--- config.mk ---
export PLATFORM = sky130hd
export DESIGN_NAME = wave_sample_gen
export DESIGN_NICKNAME = d
export VERILOG_FILES = /design/src/rtl/wave_pkg.sv /design/src/rtl/sine_quarter_rom.sv /design/src/rtl/wave_sample_gen.sv
export SDC_FILE = /design/constraint.sdc
export NUM_CORES = 1
export LEC_CHECK = 0
export BUFFER_PORTS_ARGS = -buffer_cell sky130_fd_sc_hd__buf_2
export CORE_MARGIN = 3
export CORE_UTILIZATION = 60
export CTS_CLUSTER_SIZE = 12
export DETAILED_ROUTE_END_ITERATION = 8
export PLACE_DENSITY = 0.78
export SYNTH_ARGS = -nofsm -noshare
export SYNTH_HDL_FRONTEND = slang
export SYNTH_SLANG_ARGS = --single-unit
--- constraint.sdc ---
create_clock -name ipClk -period 8.6 [get_ports ipClk]
set_input_delay 0.86 -clock ipClk [delete_from_list [all_inputs] [get_ports ipClk]]
set_output_delay 0.86 -clock ipClk [all_outputs]
set_load 0.05 [all_outputs]
--- src/rtl/wave_pkg.sv ---
// Shared types and default sizing for the DDS sample source.
// Waveform selector encoding matches the 2-bit command field from the UART decoder.
package wave_pkg;

  typedef enum logic [1:0] {
    SINE   = 2'b00,
    TRI    = 2'b01,
    SQUARE = 2'b10,
    SAW    = 2'b11
  } wave_e;

  localparam int DEF_DATA_W     = 10;
  localparam int DEF_PHASE_W    = 24;
  localparam int DEF_LUT_ADDR_W = 8;

  function automatic int midscaleOf(input int width);
    return 2 ** (width - 1);
  endfunction

  localparam int MIDSCALE  = midscaleOf(DEF_DATA_W);
  localparam int FULLSCALE = 2 ** DEF_DATA_W - 1;

endpackage

--- src/rtl/sine_quarter_rom.sv ---
// Quarter-wave sine table, round((2**(DATA_W-1)-1)*sin(pi/2*i/depth)), built at elaboration.
// Synchronous read with one cycle of latency.
module sine_quarter_rom
  import wave_pkg::*;
#(
  parameter int DATA_W     = DEF_DATA_W,
  parameter int LUT_ADDR_W = DEF_LUT_ADDR_W
) (
  input  logic                  ipClk,
  input  logic [LUT_ADDR_W-1:0] ipAddr,
  output logic [DATA_W-2:0]     opData
);

  localparam real Pi    = 3.14159265358979323846;
  localparam int  Depth = 2 ** LUT_ADDR_W;
  localparam int  Amp   = 2 ** (DATA_W - 1) - 1;

  logic [DATA_W-2:0] romTable [Depth];

  for (genvar i = 0; i < Depth; i++) begin : gEntry
    localparam real Angle = Pi / 2.0 * i / Depth;
    assign romTable[i] = (DATA_W-1)'($rtoi(Amp * $sin(Angle) + 0.5));
  end

  // NOTE: ROM read register has no reset so it maps onto block RAM; downstream valids gate its output.
  always_ff @(posedge ipClk) begin
    opData <= romTable[ipAddr];
  end

endmodule

--- src/rtl/wave_sample_gen.sv ---
// DDS sample source: phase accumulator stepped per DAC sync edge, 3-cycle pipeline to an
// offset-binary sine/triangle/square/sawtooth sample.
module wave_sample_gen
  import wave_pkg::*;
#(
  parameter int DATA_W     = DEF_DATA_W,
  parameter int PHASE_W    = DEF_PHASE_W,
  parameter int LUT_ADDR_W = DEF_LUT_ADDR_W
) (
  input  logic               ipClk,
  input  logic               ipnReset,
  input  logic               ipSync,
  input  logic               ipEnable,
  input  logic               ipClearPhase,
  input  logic [1:0]         ipWave,
  input  logic [PHASE_W-1:0] ipPhaseInc,
  input  logic               ipIncLoad,
  output logic [DATA_W-1:0]  opData,
  output logic               opValid,
  output logic               opWrap
);

  // Only the top phase bits reach the waveform logic; sine needs LUT_ADDR_W+2 <= DATA_W+1 of them.
  localparam int SnapW = DATA_W + 1;
  localparam logic [DATA_W-1:0] MidScale = DATA_W'(midscaleOf(DATA_W));

  // Stage 0: edge detect, shadow registers, accumulator
  logic               syncD, accept, pending;
  logic [PHASE_W-1:0] phase, activeInc, shadowInc, effInc;
  logic [PHASE_W:0]   sum;
  wave_e              activeWave, shadowWave, effWave, wave0;
  logic [SnapW-1:0]   snap;
  logic               v0, wrap0;

  always_comb begin
    accept  = ipSync && !syncD && ipEnable && !ipClearPhase;
    effInc  = pending ? shadowInc : activeInc;
    effWave = pending ? shadowWave : activeWave;
    sum     = {1'b0, phase} + {1'b0, effInc};
  end

  // NOTE: non-blocking assignments make every register see pre-edge values, so a load
  // coincident with an accepted edge re-arms pending after the clear written above it.
  always_ff @(posedge ipClk or negedge ipnReset) begin
    if (!ipnReset) begin
      syncD      <= 1'b0;
      phase      <= '0;
      activeInc  <= '0;
      activeWave <= SINE;
      shadowInc  <= '0;
      shadowWave <= SINE;
      pending    <= 1'b0;
      snap       <= '0;
      wave0      <= SINE;
      wrap0      <= 1'b0;
      v0         <= 1'b0;
    end else begin
      syncD <= ipSync;
      v0    <= accept;
      if (ipClearPhase) phase <= '0;
      else if (accept)  phase <= sum[PHASE_W-1:0];
      if (accept) begin
        snap  <= phase[PHASE_W-1 -: SnapW];
        wrap0 <= sum[PHASE_W];
        wave0 <= effWave;
        if (pending) begin
          activeInc  <= shadowInc;
          activeWave <= shadowWave;
          pending    <= 1'b0;
        end
      end
      if (ipIncLoad && ipEnable) begin
        shadowInc  <= ipPhaseInc;
        shadowWave <= wave_e'(ipWave);
        pending    <= 1'b1;
      end
    end
  end

  // Stage 1: quadrant fold for the ROM address, non-sine waves computed directly
  logic [1:0]            quad;
  logic [LUT_ADDR_W-1:0] idx, romAddr;
  logic [DATA_W:0]       triWord;
  logic [DATA_W-1:0]     altVal, alt1, alt2;
  logic                  neg1, neg2, v1, v2, wrap1, wrap2;
  wave_e                 wave1, wave2;

  assign quad    = snap[SnapW-1 -: 2];
  assign idx     = snap[SnapW-3 -: LUT_ADDR_W];
  assign triWord = snap[SnapW-1 -: DATA_W+1];

  // NOTE: default assigned first so no path through the case leaves altVal unassigned (no latch).
  always_comb begin
    altVal = '0;
    case (wave0)
      TRI:     altVal = triWord[DATA_W] ? ~triWord[DATA_W-1:0] : triWord[DATA_W-1:0];
      SQUARE:  altVal = snap[SnapW-1] ? '0 : '1;
      SAW:     altVal = snap[SnapW-1 -: DATA_W];
      default: altVal = '0;
    endcase
  end

  always_ff @(posedge ipClk or negedge ipnReset) begin
    if (!ipnReset) begin
      romAddr <= '0;
      neg1    <= 1'b0;
      wave1   <= SINE;
      alt1    <= '0;
      v1      <= 1'b0;
      wrap1   <= 1'b0;
    end else begin
      romAddr <= quad[0] ? ~idx : idx;
      neg1    <= quad[1];
      wave1   <= wave0;
      alt1    <= altVal;
      v1      <= v0;
      wrap1   <= wrap0;
    end
  end

  // Stage 2: ROM read alongside the delayed side-band
  logic [DATA_W-2:0] romData;

  sine_quarter_rom #(
    .DATA_W     (DATA_W),
    .LUT_ADDR_W (LUT_ADDR_W)
  ) uRom (
    .ipClk  (ipClk),
    .ipAddr (romAddr),
    .opData (romData)
  );

  always_ff @(posedge ipClk or negedge ipnReset) begin
    if (!ipnReset) begin
      neg2  <= 1'b0;
      wave2 <= SINE;
      alt2  <= '0;
      v2    <= 1'b0;
      wrap2 <= 1'b0;
    end else begin
      neg2  <= neg1;
      wave2 <= wave1;
      alt2  <= alt1;
      v2    <= v1;
      wrap2 <= wrap1;
    end
  end

  // Stage 3: sign the sine magnitude around midscale and register the output
  logic [DATA_W-1:0] romExt, sineVal;

  assign romExt  = {1'b0, romData};
  assign sineVal = neg2 ? MidScale - romExt : MidScale + romExt;

  always_ff @(posedge ipClk or negedge ipnReset) begin
    if (!ipnReset) begin
      opData  <= MidScale;
      opValid <= 1'b0;
      opWrap  <= 1'b0;
    end else begin
      opValid <= v2;
      opWrap  <= v2 && wrap2;
      if (v2) opData <= (wave2 == SINE) ? sineVal : alt2;
    end
  end

endmodule

# Yosys cells after proc, flatten, opt, wreduce, memory -nomap -nowiden
# Memory sizes are Yosys's and may differ from the RTL's. A register that Yosys moved wholly into a read port is not among the register bits.
# Index checks and enable logic that the tools add are counted.
# Widths: inputs -> output; s select.
totals:
  out_inout_bits: 12
  romBits: 2304
  elab_cells: 57
  in_bits: 32
  register_bits: 141
  n_memories: 1
mem_list:
  columns: ["name", "depth", "width", "rd", "rd_ports_with_merged_regs", "write_ports", "line", "rtl"]
  rows:
  - ["(no name shown)", 256, 9, 1, 1, 0, "sine_quarter_rom.sv:27", "opData <= romTable[ipAddr];"]
op_classes:
  n_reduce_logical: 11
  n_eq_ne: 3
  add_sub_neg: 3
  n_mux: 12
  bitwise: 3
op_table:
  columns: ["op", "n"]
  rows:
  - ["$mux 24", 3]
  - ["$mux 10", 4]
  - ["$pmux 10 s3", 1]
  - ["$add 24x24->25", 1]
  - ["$add 10x9->10 const A", 1]
  - ["$not 10->10", 1]
  - ["$sub 10x9->10 const A", 1]
  - ["$not 8->9", 1]
  - ["$mux 8", 1]
  - ["$not 8->8", 1]
  - ["$logic_and 1x1->1", 5]
  - ["$eq 2x2->1 const B", 2]
  - ["$reduce_bool 2->1", 2]
  - ["$eq 2x1->1 const B", 1]
  - ["$logic_not 1->1", 2]
  - ["$logic_not 2->1", 1]
  - ["$mux 1", 2]
  - ["$mux 2", 1]
  - ["$reduce_and 2->1", 1]

# Longest topological paths before layout
# Gate-level depths: netlist (run 1).
logic_depth:
  depth_word: 6
  ltp_mapped: 12
  ltp_nobuf: 11

# Modules after synthesis
# Synthesis (run 1) repeated with hierarchy kept, for this count alone.
unflattened:
  cells_unflattened: 985
  area_unflattened_um2: 9098.7
modules_own_cells:
  columns: ["module", "area_each_um2", "cells_each", "instances", "seq_area_each_um2"]
  rows:
  - ["wave_sample_gen", 6816.5, 661, 1, 3529.6]
  - ["sine_quarter_rom", 2282.2, 324, 1, 180.2]

# Worst setup path after synthesis (run 1)
# No wires, ideal clock.
synth_path:
  path_type: "register to register"
  start: "register pending"
  end: "register phase[23]"
  setup_ns: 0.132
  synth_period_minus_slack_ns: 3.100
  path_buffers: 2
  path_stages_with_launch: 12
  arrival_time_ns: 2.968
  required_time_ns: 8.468
  path_slack_ns: 5.500
  path_cell_list: "dfrtp_1 clkbuf_1 clkbuf_1 mux2_2 ha_1 a21oi_1 o21ai_0 a211o_1 o21a_1 o211ai_1 nor3_1 or3b_1"
synth_via:
  elab_chain_cells: 4
synth_rtl:
  columns: ["item", "line", "rtl"]
  rows:
  - ["from (decl)", "wave_sample_gen.sv:28", "logic syncD, accept, pending;"]
  - ["from (signal assigned)", "wave_sample_gen.sv:52", "pending <= 1'b0;"]
  - ["from (signal assigned)", "wave_sample_gen.sv:69", "pending <= 1'b0;"]
  - ["from (signal assigned)", "wave_sample_gen.sv:75", "pending <= 1'b1;"]
  - ["$mux 24", null, null]
  - ["via effInc[8]", "wave_sample_gen.sv:29", "logic [PHASE_W-1:0] phase, activeInc, shadowInc, effInc;"]
  - ["$add 24x24->25", "wave_sample_gen.sv:39", "sum = {1'b0, phase} + {1'b0, effInc};"]
  - ["$mux 24", "wave_sample_gen.sv:61", "else if (accept) phase <= sum[PHASE_W-1:0];"]
  - ["$mux 24", "wave_sample_gen.sv:60", "if (ipClearPhase) phase <= '0;"]
  - ["to (signal assigned)", "wave_sample_gen.sv:61", null]
  - ["to (decl)", "wave_sample_gen.sv:29", null]
# The timed path passes the listed nets, and every way through them passes these cells. The select of a mux whose other input is x is not followed.
# A chain may end at the register's enable or synchronous reset.

# Worst setup path in the final report (run 1)
layout_path:
  start: "register pending"
  end: "register wrap0"
layout_via:
  elab_chain_cells: 2
layout_rtl:
  columns: ["item", "line", "rtl"]
  rows:
  - ["$mux 24", null, null]
  - ["via effInc[0]", "wave_sample_gen.sv:29", null]
  - ["$add 24x24->25", "wave_sample_gen.sv:39", null]
  - ["to (signal assigned)", "wave_sample_gen.sv:64", "wrap0 <= sum[PHASE_W];"]
  - ["to (decl)", "wave_sample_gen.sv:33", "logic v0, wrap0;"]
# The timed path passes the listed nets, and every way through them passes these cells.

==> out/metrics.csv, run 1 <==
stage,metric,value,unit
route,drcViolationCount,0,
placement,buffer_ports.inserted,43,
worst_setup_path,required,8880,ps
global_routing,grt_antenna_before_repair,0,
yosys,synth.yosys.seq_area_share,41.8,%
final_layout,drive_above_1_share,15.1,%
clock_tree,post-cts-setup-buffer-count,0,
clock_tree,hold_buffers,0,
run,drv_cap,0,
die,floorplan.core_area,0.0141,mm^2
timing,report.final.hold_viol_count,0,
worst_setup_path,max_stage_delay,500,ps
yosys,number_of_enable_flip_flop_cells_after_synthesis,0,
route,drtAntennaViolNets,0,
global_routing,grt_use_total,25.1,%
pwr,power.density,260,mW/mm^2
pwr,power_leakage,4.48,nW
timing,setup_tns,0,ps
timing,layout_worst_path_cycle_share,38.9,%
pwr,comb_power_share,31.7,%
timing,slew_violations,0,
yosys,synth_compound_gate_area_share,18.5,%
worst_hold_path,worstHoldStart,neg1,
timing,report.final.setup_viol,0,
worst_setup_path,arrival,3630,ps
placement,placed_area,0.00912,mm^2
worst_setup_path,criticalPathCategory,register to register,
pwr,sw_frac_of_total,35.5,%
clock_tree,clock-root-buffer,sky130_fd_sc_hd__clkbuf_16,
outcome,result_of_the_run,"complete, no violations",
pwr,maximum_resistive_drop_on_vdd,0.188,mV
worst_setup_path,critPathCaptureType,register,
clock_tree,number_of_levels_in_the_clock_h_tree,4,
pwr,report.power.total,2.53,mW
global_routing,maximum_number_of_pins_on_one_net_before_global_route_repair,83,
timing,rsz0062_at_grt,no,
worst_setup_path,worst_path_dominant_cell_family,compound AO/OA/AOI/OAI gates,
die,initial_core_util,62.7,%
final_layout,final_cell_area,0.00973,mm^2
die,design.die.area,0.0163,mm^2
route,drt-wirelength-per-cell,16.3,um
timing,slew_headroom,24.5,%
clock_tree,worst_skew_pair.late_latency,420,ps
pwr,clkPwrFrac,30.1,%
die,dieHeight,128,um
route,first_pass_iters,7,
worst_setup_path,crit_path_max_fanout,20,
yosys,yosysWarningCount,0,
clock_tree,numCtsBuffers,17,
worst_setup_path,timing.critical_path.mode_cell,sky130_fd_sc_hd__a21oi_1,
yosys,synth_top_family_by_area,compound AO/OA/AOI/OAI gates,
yosys,postSynth.asyncResetShare,94.0,%
yosys,fraction_of_synthesized_area_in_multiplexers,9.37,%
yosys,syn-instance-count,1012,
worst_setup_path,path_cells,buf_4 -> mux2_2 -> ha_1 -> inv_1 -> fa_1 -> nor2b_1 -> o2111ai_1 -> a21oi_1 -> o22ai_1 -> o21ai_1 -> a221oi_1 -> a21oi_1,
route,avgViaCountPerCell,6.09,
yosys,mappedNetlistNets,1079,
final_layout,antennaDiodeCount,0,
placement,dp.final_hpwl,12.9,mm
route,detailroute.via_count,7366,
yosys,post_synth_fa_ha_maj_area_fraction,5.02,%
die,chipWidth,128,um
pwr,fraction_of_power_consumed_by_sequential_logic,38.2,%
worst_setup_path,crit_start,pending,
timing,setup_slack,5260,ps
clock_tree,cts.sink_count,150,
yosys,syn_std_cell_area,0.00888,mm^2
worst_hold_path,hold_path.class,register to register,
yosys,most_used_flip_flop_cell_after_synthesis,sky130_fd_sc_hd__dfrtp_1,
final_layout,signed_area_change_from_the_synthesized_netlist_to_the_final_layout,9.60,%
timing,skew,8.35,ps
worst_setup_path,cp-start-kind,register,
clock_tree,cts_tree,built,
worst_setup_path,rr_startpoint,pending,
timing,fmax,299,MHz
pwr,switchingPower,0.900,mW
die,placement_rows,43,
final_layout,finish.net_count,1083,
pwr,intPower,1.63,mW
yosys,synth.avg_cell_area,8.77,um^2
worst_setup_path,critical-path-slowest-cell,sky130_fd_sc_hd__dfrtp_1,
route,wirelength_routed,19.7,mm
placement,placement.setup.worst_slack,5330,ps
placement,gp_congestion,0.932,
global_routing,gr-total-overflow,0,
yosys,synth_simple_gate_area_share,17.2,%
timing,worst_slack_on_hold_paths,347,ps
timing,max_slew.worst_pin.slew,1130,ps
yosys,ys_types,61,
yosys,yosys.area_share.xor_xnor,4.14,%
die,top_level_i_o_count,44,
timing,min_period,3340,ps
clock_tree,cts_resized,0,
global_routing,grt_pass1_wl,33.7,mm
route,drt_first_iter_violations,879,
clock_tree,ctsLongestPathBuffers,2,
clock_tree,worst_setup_hold_path_clk_slew,60,ps
global_routing,via_count_of_the_first_global_routing_pass,6993,
worst_setup_path,worstPathBufferInverterCount,2,
yosys,synth.ff_latch_count,150,
## power by group through the flow
stage,Sequential (mW),Combinational [mW],Clock [mW]
final,0.967,0.804,0.762
after global routing,0.986,0.892,0.806
after CTS,0.966,0.797,0.771
after detailed placement,0.976,0.790,0
after global placement,0.970,0.779,0
after floorplan,1.01,0.568,0
## final cells by class
type | count | area [um^2]
multi-input cells | 774 | 4810
fillers | 1129 | 4420
flip-flops and latches | 150 | 3710
clock buffers | 18 | 439
repair buffers | 52 | 289
well taps | 180 | 225
clock inverters | 14 | 175
inverters | 21 | 78.8
## sequential cells by signal (all words and copies together) (netlist names), 2 cells and up
| signal | cells |
|---|---|
| romAddr | 8 |
| alt1 | 10 |
| uRom.opData | 9 |
| wave2 | 2 |
| snap | 11 |
| shadowInc | 24 |
| wave0 | 2 |
| activeInc | 24 |
| opData | 10 |
| wave1 | 2 |
| alt2 | 10 |
| phase | 24 |
| shadowWave | 2 |
## cells in the mapped netlist (all sizes together), types with 4 or more instances
master,count,area (um^2)
inv,20,75.1
xor2,23,201
ha,34,425
a21o,12,90.1
o31ai,6,45.0
nand2,203,762
a211o,6,52.6
nor2b,11,68.8
nor3,13,65.1
o21a,6,45.0
or3,6,37.5
mux2,59,664
nand4,6,37.5
clkbuf,45,169
a211oi,13,97.6
buf,22,109
nand2b,12,75.1
o21ai,86,430
a21oi,82,418
xnor2,19,166
a31oi,8,56.3
dfxtp,9,180
mux2i,10,100
nand3,18,90.1
and3,6,37.5
a311oi,5,43.8
o22ai,12,75.1
nor2,65,244
o311ai,4,35.0
nor3b,5,37.5
dfrtp,140,3500
o211ai,8,60.1
## cells by family (layout without fill, tap and decap cells)
family,Yosys count,count (layout)
simple gates,355,355
compound gates,270,270
flops,150,150
buf+inv,88,105
mux,72,72
xor+xnor,42,42
fa+ha+maj,35,35
## final timing paths
| kind | end | slack (ps) | depth (start not counted) |
|---|---|---|---|
| setup / recovery | wrap0 | 5260 | 12 |
| hold / removal | neg2 | 350 | 0 |
| setup reg to reg | wrap0 | 5260 | 12 |
| hold reg to reg | neg2 | 350 | 0 |
| max in group asynchronous | romAddr[2] | 6760 | 2 |
| min in group asynchronous | shadowInc[1] | 400 | 1 |
## metal layers
layer / vias to the layer above / share of wire, % / global-route usage (%)
li1: 3549 / - / -
met1: 3504 / 44 / 34.3
met2: 271 / 48 / 40.8
met3: 42 / 5.8 / 5.39
met4: 0 / 2.1 / 7.24
met5: - / 0 / 0
## per-stage QoR
stage	util, %	std cells
floorplan	-	1012
global placement	64.4	1177
detailed placement	64.4	1177
CTS	68.8	1209
global route	68.8	1209
finish	68.8	1209
## cells in the final DEF (no fill, tap or decap), types with 7 or more instances in the layout
| master | Yosys | layout |
|---|---|---|
| sky130_fd_sc_hd__a211oi_1 | 13 | 13 |
| sky130_fd_sc_hd__a21o_1 | 12 | 12 |
| sky130_fd_sc_hd__a21oi_1 | 80 | 80 |
| sky130_fd_sc_hd__a31oi_1 | 7 | 7 |
| sky130_fd_sc_hd__buf_2 | 18 | 42 |
| sky130_fd_sc_hd__buf_4 | 1 | 9 |
| sky130_fd_sc_hd__clkbuf_16 | 0 | 17 |
| sky130_fd_sc_hd__dfrtp_1 | 140 | 139 |
| sky130_fd_sc_hd__dfxtp_1 | 9 | 9 |
| sky130_fd_sc_hd__ha_1 | 34 | 34 |
| sky130_fd_sc_hd__inv_1 | 20 | 20 |
| sky130_fd_sc_hd__mux2_2 | 59 | 59 |
| sky130_fd_sc_hd__mux2i_1 | 10 | 10 |
| sky130_fd_sc_hd__nand2_1 | 203 | 203 |
| sky130_fd_sc_hd__nand2b_1 | 12 | 12 |
| sky130_fd_sc_hd__nand3_1 | 18 | 18 |
| sky130_fd_sc_hd__nor2_1 | 65 | 65 |
| sky130_fd_sc_hd__nor2b_1 | 11 | 11 |
| sky130_fd_sc_hd__nor3_1 | 13 | 13 |
| sky130_fd_sc_hd__o211ai_1 | 8 | 8 |
| sky130_fd_sc_hd__o21ai_0 | 84 | 84 |
| sky130_fd_sc_hd__o22ai_1 | 12 | 12 |
| sky130_fd_sc_hd__xnor2_1 | 19 | 19 |
| sky130_fd_sc_hd__xor2_1 | 23 | 23 |
Power figures use the tool's default switching activity.
==> inputs of run 2 (changes only) <==
--- a/config.mk
+++ b/config.mk
@@ -7,10 +7,10 @@
 export LEC_CHECK = 0
 export BUFFER_PORTS_ARGS = -buffer_cell sky130_fd_sc_hd__buf_2
 export CORE_MARGIN = 3
-export CORE_UTILIZATION = 60
+export CORE_UTILIZATION = 56
 export CTS_CLUSTER_SIZE = 12
 export DETAILED_ROUTE_END_ITERATION = 8
-export PLACE_DENSITY = 0.78
+export PLACE_DENSITY = 0.77
 export SYNTH_ARGS = -nofsm -noshare
 export SYNTH_HDL_FRONTEND = slang
 export SYNTH_SLANG_ARGS = --single-unit
==> constraint.sdc (replaced) <==
create_clock -name ipClk -period 2.85 [get_ports ipClk]
set_input_delay 0.285 -clock ipClk [delete_from_list [all_inputs] [get_ports ipClk]]
set_output_delay 0.285 -clock ipClk [all_outputs]
set_load 0.05 [all_outputs]
==> out/metrics.csv, run 2 (same netlist as run 1, synthesis figures left out) <==
stage,metric,value,unit
global_routing,grt_antenna_before_repair,0,
timing,setup_slack,0.764,ps
worst_setup_path,reg2reg_to,phase[21],
timing,skew,15.7,ps
worst_setup_path,arrival,3140,ps
route,wirelength_routed,21.3,mm
final_layout,finish.net_count,1131,
timing,slew_headroom,44.9,%
clock_tree,cts_tree,built,
final_layout,antennaDiodeCount,0,
timing,min_period,2850,ps
global_routing,grt_use_total,24.4,%
clock_tree,cts.sink_count,150,
final_layout,reg_top3,"activeInc (24), phase (24), shadowInc (24)",
final_layout,layout_commonest_cell,sky130_fd_sc_hd__nand2_1,
timing,rsz0062_at_grt,yes,
worst_setup_path,cp-start-kind,register,
global_routing,grt_pass1_wl,35.4,mm
worst_setup_path,crit_path_max_fanout,6,
route,avgViaCountPerCell,5.95,
placement,buffer_ports.inserted,43,
timing,fmax,351,MHz
worst_setup_path,critPathCaptureType,register,
pwr,maximum_resistive_drop_on_vdd,0.558,mV
worst_setup_path,criticalPathCategory,register to register,
worst_setup_path,flop_to_flop_setup_slack,0.8,ps
clock_tree,ctsLongestPathBuffers,2,
final_layout,signed_area_change_from_the_synthesized_netlist_to_the_final_layout,17.6,%
timing,max_slew.worst_pin.slew,825,ps
die,placement_rows,45,
worst_hold_path,hold-path-cell-count,2,
die,dieHeight,132,um
die,floorplan.core_area,0.0154,mm^2
worst_hold_path,worstHoldStart,ipPhaseInc[21],
run,drv_cap,0,
final_layout,layout_common_cells,"sky130_fd_sc_hd__nand2_1 (203), sky130_fd_sc_hd__dfrtp_1 (138), sky130_fd_sc_hd__o21ai_0 (79)",
route,drt-wirelength-per-cell,16.5,um
clock_tree,worst_setup_hold_path_clk_slew,60,ps
placement,dp.final_hpwl,13.9,mm
global_routing,via_count_of_the_first_global_routing_pass,7340,
worst_setup_path,required,3140,ps
timing,layout_worst_path_cycle_share,100,%
die,design.die.area,0.0174,mm^2
timing,report.final.setup_viol,0,
route,first_pass_iters,5,
global_routing,gr-total-overflow,0,
global_routing,maximum_number_of_pins_on_one_net_before_global_route_repair,70,
clock_tree,numCtsBuffers,17,
clock_tree,clock-root-buffer,sky130_fd_sc_hd__clkbuf_16,
route,drt_first_iter_violations,857,
clock_tree,worst_skew_pair.late_latency,430,ps
route,detailroute.via_count,7668,
pwr,power.density,748,mW/mm^2
route,drcViolationCount,0,
pwr,power_leakage,4.76,nW
route,drtAntennaViolNets,0,
worst_setup_path,rr_startpoint,pending,
placement,gp_congestion,0.948,
placement,placement.setup.worst_slack,-79.2,ps
die,chipWidth,132,um
final_layout,final_util,67.9,%
final_layout,num-fill-cells,1135,
timing,slew_violations,0,
final_layout,drive_above_1_share,21.2,%
worst_setup_path,reg2reg_depth,10,
outcome,result_of_the_run,"complete, no violations",
timing,report.final.hold_viol_count,0,
die,top_level_i_o_count,44,
worst_hold_path,worstHoldEndpoint,shadowInc[21],
clock_tree,number_of_levels_in_the_clock_h_tree,4,
worst_hold_path,hold_path.class,input pin to register,
die,initial_core_util,57.8,%
==> run 2: timing repair <==
action	in CTS	in global routing
hold buffers	2	0
setup endpoints to repair	6	10
setup buffers	2	6
endpoints found under the hold margin	68	0
cloned	1	0
resized for setup	20	31
pin swaps	6	12
==> run 2: power by group <==
group | switching [mW] | leakage (nW) | internal (mW) | total [mW]
Sequential | 0.340 | 1.88 | 2.59 | 2.93
Clock | 0.918 | 0.279 | 1.26 | 2.18
Combinational | 1.57 | 2.60 | 1.13 | 2.70
Total | 2.83 | 4.76 | 4.98 | 7.81
==> run 2: critical path, stage by stage, from the launching register on <==
cell                       delay, ps
sky130_fd_sc_hd__dfrtp_2         440
sky130_fd_sc_hd__buf_12          150
sky130_fd_sc_hd__mux2_2          370
sky130_fd_sc_hd__ha_4            230
sky130_fd_sc_hd__a21o_1          200
sky130_fd_sc_hd__a31oi_4         240
sky130_fd_sc_hd__a21oi_4         100
sky130_fd_sc_hd__o41a_1          350
sky130_fd_sc_hd__a2111o_1        420
sky130_fd_sc_hd__xnor2_2         140
sky130_fd_sc_hd__o21ai_1          70
==> run 2: worst max path at each step <==
stage                           end  cells after the start  slack (ps)    start
after floorplan           phase[23]                     11          20  pending
after global placement    phase[23]                      9         -30  pending
after detailed placement  phase[18]                     12         -80  pending
after CTS                 phase[23]                     10           1  pending
after global routing      phase[21]                     12         -70  pending
final                     phase[21]                     10         0.8  pending
==> run 2: per-layer routing <==
| layer | routed length [um] | track usage [%] | up-vias |
|---|---|---|---|
| li1 | - | - | 3655 |
| met1 | 9140 | 31.8 | 3677 |
| met2 | 10600 | 40.7 | 288 |
| met3 | 1090 | 4.58 | 48 |
| met4 | 441 | 9.22 | 0 |
| met5 | 0 | 0 | - |
==> run 2: area by class of cell <==
cell class	count	area, um^2	area share [%]
Clock buffer	20	457	4.37
Clock inverter	12	119	1.14
Inverter	21	78.8	0.755
Multi-Input combinational cell	774	5070	48.5
Sequential cell	150	3710	35.6
Tap cell	211	264	2.53
Timing Repair Buffer	100	744	7.13
==> run 2: per-stage QoR <==
step / instance area [um^2] / hold slack (ps) / TNS, ps / cells / power [mW]
2_1_floorplan: 8890 / -10.6 / 0 / 1012 / 4.76
3_3_place_gp: 9480 / 327 / -41.8 / 1245 / 5.40
3_5_place_dp: 9480 / 321 / -189 / 1245 / 5.45
4_1_cts: 10200 / 74.1 / 0 / 1282 / 7.72
5_1_grt: 10400 / 77.6 / -174 / 1288 / 8.27
6_report: 10400 / 79.2 / 0 / 1288 / 7.81
